## config.mk

```make
export PLATFORM = sky130hd
export DESIGN_NAME = booth8_seq_mult
export DESIGN_NICKNAME = d
export VERILOG_FILES = /design/src/rtl/booth8_seq_mult.sv
export SDC_FILE = /design/constraint.sdc
export NUM_CORES = 1
export LEC_CHECK = 0
export CORE_UTILIZATION = 30
export CTS_CLUSTER_DIAMETER = 40
export DETAILED_ROUTE_END_ITERATION = 10
export GPL_ROUTABILITY_DRIVEN = 0
export PLACE_DENSITY = 0.42
export SLEW_MARGIN = 20
export SYNTH_ARGS = -nofsm -noshare
export SYNTH_HDL_FRONTEND = slang
export SYNTH_SLANG_ARGS = --single-unit
```

## constraint.sdc

```tcl
create_clock -name clk -period 6.7 [get_ports clk]
set_clock_uncertainty 0.05 [all_clocks]
set_input_delay 1.34 -clock clk [delete_from_list [all_inputs] [get_ports clk]]
set_output_delay 1.34 -clock clk [all_outputs]
set_load 0.005 [all_outputs]
```

## src/rtl/booth8_seq_mult.sv

```systemverilog
// Iterative unsigned WIDTH x WIDTH multiplier built around one shared radix-8 Booth
// partial-product stage, consuming one 3-bit Booth window of the multiplier per clock.
module booth8_seq_mult #(
  parameter int WIDTH = 16
) (
  input  logic                 clk,
  input  logic                 rst,
  input  logic                 in_valid,
  output logic                 in_ready,
  input  logic [WIDTH-1:0]     in_a,
  input  logic [WIDTH-1:0]     in_b,
  output logic                 out_valid,
  input  logic                 out_ready,
  output logic [2*WIDTH-1:0]   out_p,
  output logic                 busy
);

  localparam int NSTEP = (WIDTH + 3) / 3;
  localparam int YW    = 3 * NSTEP + 1;
  localparam int MW    = WIDTH + 2;
  localparam int ACCW  = 2 * WIDTH + 3;
  localparam int SW    = $clog2(NSTEP + 1);
  localparam int SHW   = $clog2(3 * NSTEP);

  typedef enum logic [1:0] {S_IDLE, S_LOAD, S_RUN, S_DONE} state_t;

  state_t            state;
  logic [WIDTH-1:0]  x;
  logic [MW-1:0]     three_x;
  logic [YW-1:0]     y_sh;      // multiplier with Y[-1] at bit 0, shifted 3 per step
  logic [ACCW-1:0]   acc;
  logic [SW-1:0]     step;
  logic [SHW-1:0]    sh;

  logic [3:0]        win;
  logic [MW-1:0]     mag;
  logic              neg;
  logic [ACCW-1:0]   pp_ext;
  logic [ACCW-1:0]   cin;
  logic [ACCW-1:0]   acc_next;

  assign win = y_sh[3:0];

  // NOTE: every variable assigned in a combinational block gets a default first so no latch is inferred.
  always_comb begin
    mag = '0;
    neg = 1'b0;
    case (win)
      4'b0001, 4'b0010: mag = MW'(x);
      4'b0011, 4'b0100: mag = MW'({x, 1'b0});
      4'b0101, 4'b0110: mag = three_x;
      4'b0111:          mag = MW'({x, 2'b00});
      4'b1000:          begin mag = MW'({x, 2'b00}); neg = 1'b1; end
      4'b1001, 4'b1010: begin mag = three_x;         neg = 1'b1; end
      4'b1011, 4'b1100: begin mag = MW'({x, 1'b0});  neg = 1'b1; end
      4'b1101, 4'b1110: begin mag = MW'(x);          neg = 1'b1; end
      // 0000 and 1111 are digit 0: no complement, so nothing at all is added.
      default:          begin mag = '0;              neg = 1'b0; end
    endcase
  end

  // Ones' complement of the zero-extended magnitude is its sign-extended negation minus one;
  // the missing +1 enters at the same weight as the partial product.
  assign pp_ext   = {{(ACCW-MW){1'b0}}, mag} ^ {ACCW{neg}};
  assign cin      = {{(ACCW-1){1'b0}}, neg};
  assign acc_next = acc + (pp_ext << sh) + (cin << sh);

  assign out_p = acc[2*WIDTH-1:0];

  // NOTE: sequential state uses non-blocking assignments so all registers update from pre-edge values.
  always_ff @(posedge clk or posedge rst) begin
    if (rst) begin
      state     <= S_IDLE;
      in_ready  <= 1'b1;
      out_valid <= 1'b0;
      busy      <= 1'b0;
      x         <= '0;
      three_x   <= '0;
      y_sh      <= '0;
      acc       <= '0;
      step      <= '0;
      sh        <= '0;
    end else begin
      case (state)
        S_IDLE: begin
          if (in_valid && in_ready) begin
            x        <= in_a;
            y_sh     <= {{(YW-1-WIDTH){1'b0}}, in_b, 1'b0};
            acc      <= '0;
            step     <= '0;
            sh       <= '0;
            in_ready <= 1'b0;
            busy     <= 1'b1;
            state    <= S_LOAD;
          end
        end
        S_LOAD: begin
          three_x <= MW'(x) + MW'({x, 1'b0});
          state   <= S_RUN;
        end
        S_RUN: begin
          acc  <= acc_next;
          y_sh <= y_sh >> 3;
          step <= step + SW'(1);
          sh   <= sh + SHW'(3);
          if (step == SW'(NSTEP - 1)) begin
            out_valid <= 1'b1;
            state     <= S_DONE;
          end
        end
        S_DONE: begin
          if (out_ready) begin
            out_valid <= 1'b0;
            busy      <= 1'b0;
            in_ready  <= 1'b1;
            state     <= S_IDLE;
          end
        end
        default: state <= S_IDLE;
      endcase
    end
  end

endmodule
```

## Word-level counts from Yosys, hierarchy flattened

Index checks and enable logic that the tools add are counted.

- Register bits: 101
- Bits of input ports: 36
- Output and inout port bits: 35
- Logic and storage cells: 76

- Add/subtract/negate cells: 5
- Equality and inequality tests: 21
- Shifts and indexed selects: 2
- Multiplexer cells: 22
- Bitwise operators: 1
- Reduce and logical (&&, ||, !) cells: 15

Operators with widths:

| operator | count |
|---|---|
| 18-bit one-hot mux with 4 select lines | 1 |
| 35-bit adder | 2 |
| 35-bit one-hot mux with 2 select lines | 1 |
| 19-bit one-hot mux with 2 select lines | 1 |
| 35-bit two-way mux | 1 |
| 1-bit by 5-bit left shift with 35-bit output | 1 |
| 35-bit by 5-bit left shift with 35-bit output | 1 |
| 18-bit by 35-bit XOR with 35-bit output | 1 |
| 4-bit == test, second input constant | 7 |
| 19-bit two-way mux | 1 |
| 16-bit by 17-bit adder with 18-bit output | 1 |
| 4-bit by 3-bit == test with 1-bit output, second input constant | 4 |
| 4-bit OR reduction | 3 |
| 5-bit one-hot mux with 2 select lines | 1 |
| 3-bit AND reduction | 3 |
| 4-bit by 2-bit == test with 1-bit output, second input constant | 2 |
| 2-bit one-hot mux with 4 select lines | 1 |
| 7-bit OR reduction | 1 |
| 1-bit two-way mux | 6 |
| 2-bit two-way mux | 3 |
| 2-bit inequality test, second input constant | 3 |
| 1-bit one-hot mux with 2 select lines | 3 |
| 3-bit one-hot mux with 2 select lines | 1 |
| 2-bit nonzero test | 3 |
| other kinds (12) | 14 |

## Logic depth before layout (Yosys ltp)

Gate-level depths: netlist of the first run.

- Depth in word-level cells: 8
- Depth in mapped cells: 27
- Depth with buffers taken out: 23

## Least setup slack after synthesis of the first run

No wires, ideal clock.

- Kind: reg-to-reg
- Start point: register y_sh[0]
- End point: register acc[31]
- Setup time: 0.126 ns
- Arrival time: 5.519 ns
- Data required time: 6.524 ns
- Slack: 1.006 ns
- Stages on the path, launching flop included: 26
- Buffers on the path: 4
- Clock period less this slack: 5.694 ns
- Cells stage by stage: dfrtp_1 > buf_2 > and2_1 > clkbuf_1 > nand2_1 > and2_1 > clkbuf_1 > buf_2 > xnor2_1 > nor2_1 > a31oi_1 > mux4_2 > o22ai_1 > and2_1 > fa_1 > ha_1 > a21oi_1 > o21ai_0 > a211o_1 > o221ai_1 > o21ai_0 > o311ai_0 > o2111ai_1 > a41oi_1 > nor4_1 > a221o_1

- Word-level cells in the longest chain between the ends: 8
- Elaborated cells between the ends (all ways): 27
- Those cells by class: add/sub: 2; eq/ne: 14; shift: 2; mux: 3; bitwise: 1; reduce/logical: 5

Ends and longest elaborated chain:

| item | line | text |
|---|---|---|
| start, declared | 30 | `logic [YW-1:0] y_sh;` |
| start signal, assigned | 88 | `y_sh <= {{(YW-1-WIDTH){1'b0}}, in_b, 1'b0};` |
| start signal, assigned | 103 | `y_sh <= y_sh >> 3;` |
| 4-bit == test (tied with other cells) | 48 | `case (win)` |
| 4-bit OR reduction (no line) (tied with other cells) | -- |  |
| 18-bit one-hot mux with 4 select lines or 1-bit two-way mux (tied branches) | 48 |  |
| 18-bit by 35-bit XOR with 35-bit output | 64 | `assign pp_ext = {{(ACCW-MW){1'b0}}, mag} ^ {ACCW{neg}};` |
| 35-bit by 5-bit left shift with 35-bit output | 66 | `assign acc_next = acc + (pp_ext << sh) + (cin << sh);` |
| 35-bit adder | 66 |  |
| 35-bit adder (*) | 66 |  |
| 35-bit one-hot mux with 2 select lines (*) | 84 | `case (state)` |
| end signal, assigned | 102 | `acc <= acc_next;` |
| end, declared | 31 | `logic [ACCW-1:0] acc;` |

Every way passes the cells marked *; elsewhere a longest branch is shown, timed or not.
A chain may end at the register's enable or synchronous reset.

## Worst setup path in the final report of the first run

- Start point: register y_sh[2]
- End point: register acc[31]

Same word-level chain as after synthesis.

==> flow_summary_export.csv, run 1 <==
group,metric,value,unit
final_layout,nets,1269,
synthesis,async_flop_share,100,%
clock_tree,cts_sinks,96,
placed_design,placed_cell_area,10700,um^2
final_layout,final_cell_mix,"107 x nand2_1, 94 x dfrtp_1, 79 x nor2_1, 78 x inv_1, 78 x o21ai_0",
drt,num_vias,8131,
sta,final.min_clock_period,6.27,ns
final_layout,fillers,3155,
global_routing,grtUsageMet3,3.00,%
synthesis,ys_ff_latch,96,
outcome,violations,"design-rule violations",
pwr,powerDensity,106,nW/um^2
sta,tns,0,ns
die,die_y,180,um
synthesis,netlist_instances,1099,
outcome,status,"finished with violations",
placed_design,post-place-ws,0.304,ns
drt,drt-initial-drc-count,540,
clock_tree,clk_latency,0.38,ns
final_layout,drive_gt1_share,10.2,%
clock_tree,cts_max_path_buffers,2,
clock_tree,clkTransAtPathRegs,0.08,ns
sta,worst_pin_slew,1.00,ns
drt,detail_route.wl_per_cell,18.1,um
sta,rsz0062_at_grt,"no",
final_layout,syn_to_final_growth,16.1,%
global_routing,grt_pass1_wl,45.9,mm
sta,finalSetupViolCount,0,
die,die_area,32400,um^2
clock_tree,htreeDepth,3,
pwr,ir_worst_vdd,0.108,mV
sta,slew_headroom,33.2,%
final_layout,fin_util,35.8,%
pwr,p_leak,4.91,nW
drt,wl,28.0,mm
die,core,30800,um^2
synthesis,avgSynthCellArea,8.64,um^2
global_routing,grt_max_degree,54,
die,dieWidth,180,um
setup_path,crit_type,"reg -> reg",
clock_tree,clockRootBuffer,"clkbuf_16",
final_layout,layout_commonest_cell,"nand2_1",
synthesis,synthesis.nets,1222,
placed_design,port_buffers,70,
sta,fmax,160,MHz
global_routing,antenna_found_initial,0,
global_routing,grt_overflow_total,0,
sta,min_period_over_period,93.5,%
die,rows,64,
drt,avgViaCountPerCell,5.26,
setup_path,cp_max_fo,47,
synthesis,synth_area,9490,um^2
clock_tree,cts_made_buffers,9,
global_routing,grtUsageMet1,27.4,%
setup_path,worstSetupStartpointType,"flip-flop",
die,pin_count,71,
setup_path,worstSetupEndpointType,"flip-flop",
synthesis,ys.flop_type,"dfrtp_1",
global_routing,busiest_layer,"met1",
global_routing,met2_usage,26.4,%
sta,setup_ws,0.434,ns
global_routing,grt_pass1_vias,7929,
synthesis,ys_seq_area_share,25.3,%
drt,drc,3,
clock_tree,cts_tree,"yes",
drt,route.antenna.remaining_nets,0,
setup_path,cp.required,6.91,ns
job,maxCapViolCount,0,
sta,whs,0.435,ns
sta,finalHoldViolCount,0,
global_routing,track_usage,18.0,%
sta,maxSlewViolCount,0,
synthesis,yosys_warnings,0,
die,start_util,30.8,%
synthesis,yosysUniqueCellTypes,78,
synthesis,synth_edf_count,0,
hold_path,hp-class,"reg -> reg",
final_layout,diodes,0,
placed_design,hpwl,20.9,mm
final_layout,fin_area,11000,um^2
drt,drtPass1Iterations,8,
setup_path,arrival,6.47,ns
clock_tree,holdBufCountCts,0,
## logic make-up after synthesis
| kind of cell | Yosys count | share of synthesized area (%) |
|---|---|---|
| fa+ha+maj | 87 | 14.1 |
| xor+xnor | 53 | 5.25 |
| compound gates | 294 | 20.6 |
| buf+inv | 149 | 6.29 |
| simple gates | 323 | 16.5 |
| mux | 97 | 11.9 |
| flops | 96 | 25.3 |
## repair_timing
action                     CTS  global route
setup endpoints to repair    0             6
gates resized for setup      0            11
setup buffers                0             1
hold endpoints to repair     0             0
## critical path: stages, from the launching register on
cell and delay [ns]:
dfrtp_2 0.47, buf_8 0.27, buf_4 0.25, nor3b_1 0.08, a22o_1 0.25, a221oi_1 0.29, buf_4 0.19, xnor2_1 0.11
a21oi_1 0.14, nor2_1 0.15, a31oi_1 0.06, o21ai_0 0.42, mux2i_1 0.13, a2bb2oi_1 0.29, fa_1 0.46, inv_1 0.07
ha_1 0.28, and3_1 0.21, a21o_1 0.21, a21oi_1 0.11, o21ai_0 0.09, buf_4 0.15, o311ai_0 0.37, buf_4 0.20
o2111ai_1 0.17, a41oi_1 0.31, nor4_1 0.08, a221o_1 0.27
## state kept, by name, indices dropped and copies added, names as in the netlist
name	flops
three_x	18
busy	1
acc	32
sh	5
out_valid	1
in_ready	1
y_sh	17
state	2
x	16
step	3
## per-stage QoR
step	total power [mW]	instances
floorplan	0.601	1099
global placement	0.628	1530
detailed placement	0.629	1530
CTS	1.20	1546
global route	1.23	1547
finish	1.17	1547
## where the power goes
group	switching, mW	internal, mW	total, mW	leakage [nW]
Sequential	0	0.579	0.579	1.25
Combinational	0.0169	0.0195	0.0364	3.52
Clock	0.262	0.296	0.558	0.143
Total	0.279	0.895	1.17	4.91
## area by class of cell
class	instances	area, um^2	share of cell area (%)
clock inverters	6	76.3	0.692
inverters	82	310	2.81
flip-flops and latches	96	2400	21.8
clock buffers	10	229	2.08
well taps	396	495	4.49
multi-input cells	854	6540	59.3
repair buffers	103	972	8.82
## final timing paths
kind	start	to	slack (ns)	depth (start not counted)
min	y_sh[6]	y_sh[6]	0.43	2
max in group asynchronous	rst	acc[22]	4.08	3
max reg2reg	y_sh[2]	acc[31]	0.43	27
min reg2reg	y_sh[6]	y_sh[6]	0.43	2
max	y_sh[2]	acc[31]	0.43	27
min in group asynchronous	rst	state[1]	1.35	2
## cells in the mapped netlist, types with 4 or more instances
library cell / instances / area share (%)
nand4b_1: 4 / 0.37
a31oi_1: 9 / 0.59
clkbuf_1: 39 / 1.5
fa_1: 33 / 7.0
buf_2: 12 / 0.63
a22o_1: 8 / 0.74
mux4_2: 9 / 2.1
nor3_1: 20 / 1.1
o2111ai_1: 6 / 0.55
nand2_1: 107 / 4.2
a21boi_0: 5 / 0.40
and3_1: 4 / 0.26
xnor2_1: 38 / 3.5
nor3b_1: 4 / 0.32
a22oi_1: 12 / 0.95
ha_1: 54 / 7.1
or3_1: 7 / 0.46
o21ai_0: 79 / 4.2
a21oi_1: 54 / 2.8
mux2_2: 36 / 4.3
o22ai_1: 12 / 0.79
o21a_1: 10 / 0.79
a2bb2oi_1: 4 / 0.37
o31ai_1: 4 / 0.32
xor2_1: 12 / 1.1
dfrtp_1: 95 / 25
o211ai_1: 5 / 0.40
mux2i_1: 50 / 5.3
nor2b_1: 23 / 1.5
and3b_1: 16 / 1.5
a211o_1: 6 / 0.55
nand3_1: 21 / 1.1
buf_1: 12 / 0.47
inv_1: 79 / 3.1
o221ai_1: 15 / 1.4
a21o_1: 16 / 1.3
nor2_1: 79 / 3.1
nor4_1: 7 / 0.46
a211oi_1: 8 / 0.63
and2_1: 10 / 0.66
nand2b_1: 10 / 0.66
## per-layer routing
layer  vias to the layer above  part of all wire, %
met3                        12                  3.9
met4                         0                 0.76
met1                      3934                   52
met5                         -                    0
li1                       4018                    -
met2                       167                   43
No activity file was read; power rests on OpenSTA's default activity.
==> inputs of run 2 (changes only) <==
GPL_ROUTABILITY_DRIVEN = not set   (was 0)
==> results of run 2 <==
The final DEF is identical to that of run 1; final timing and power are the same.
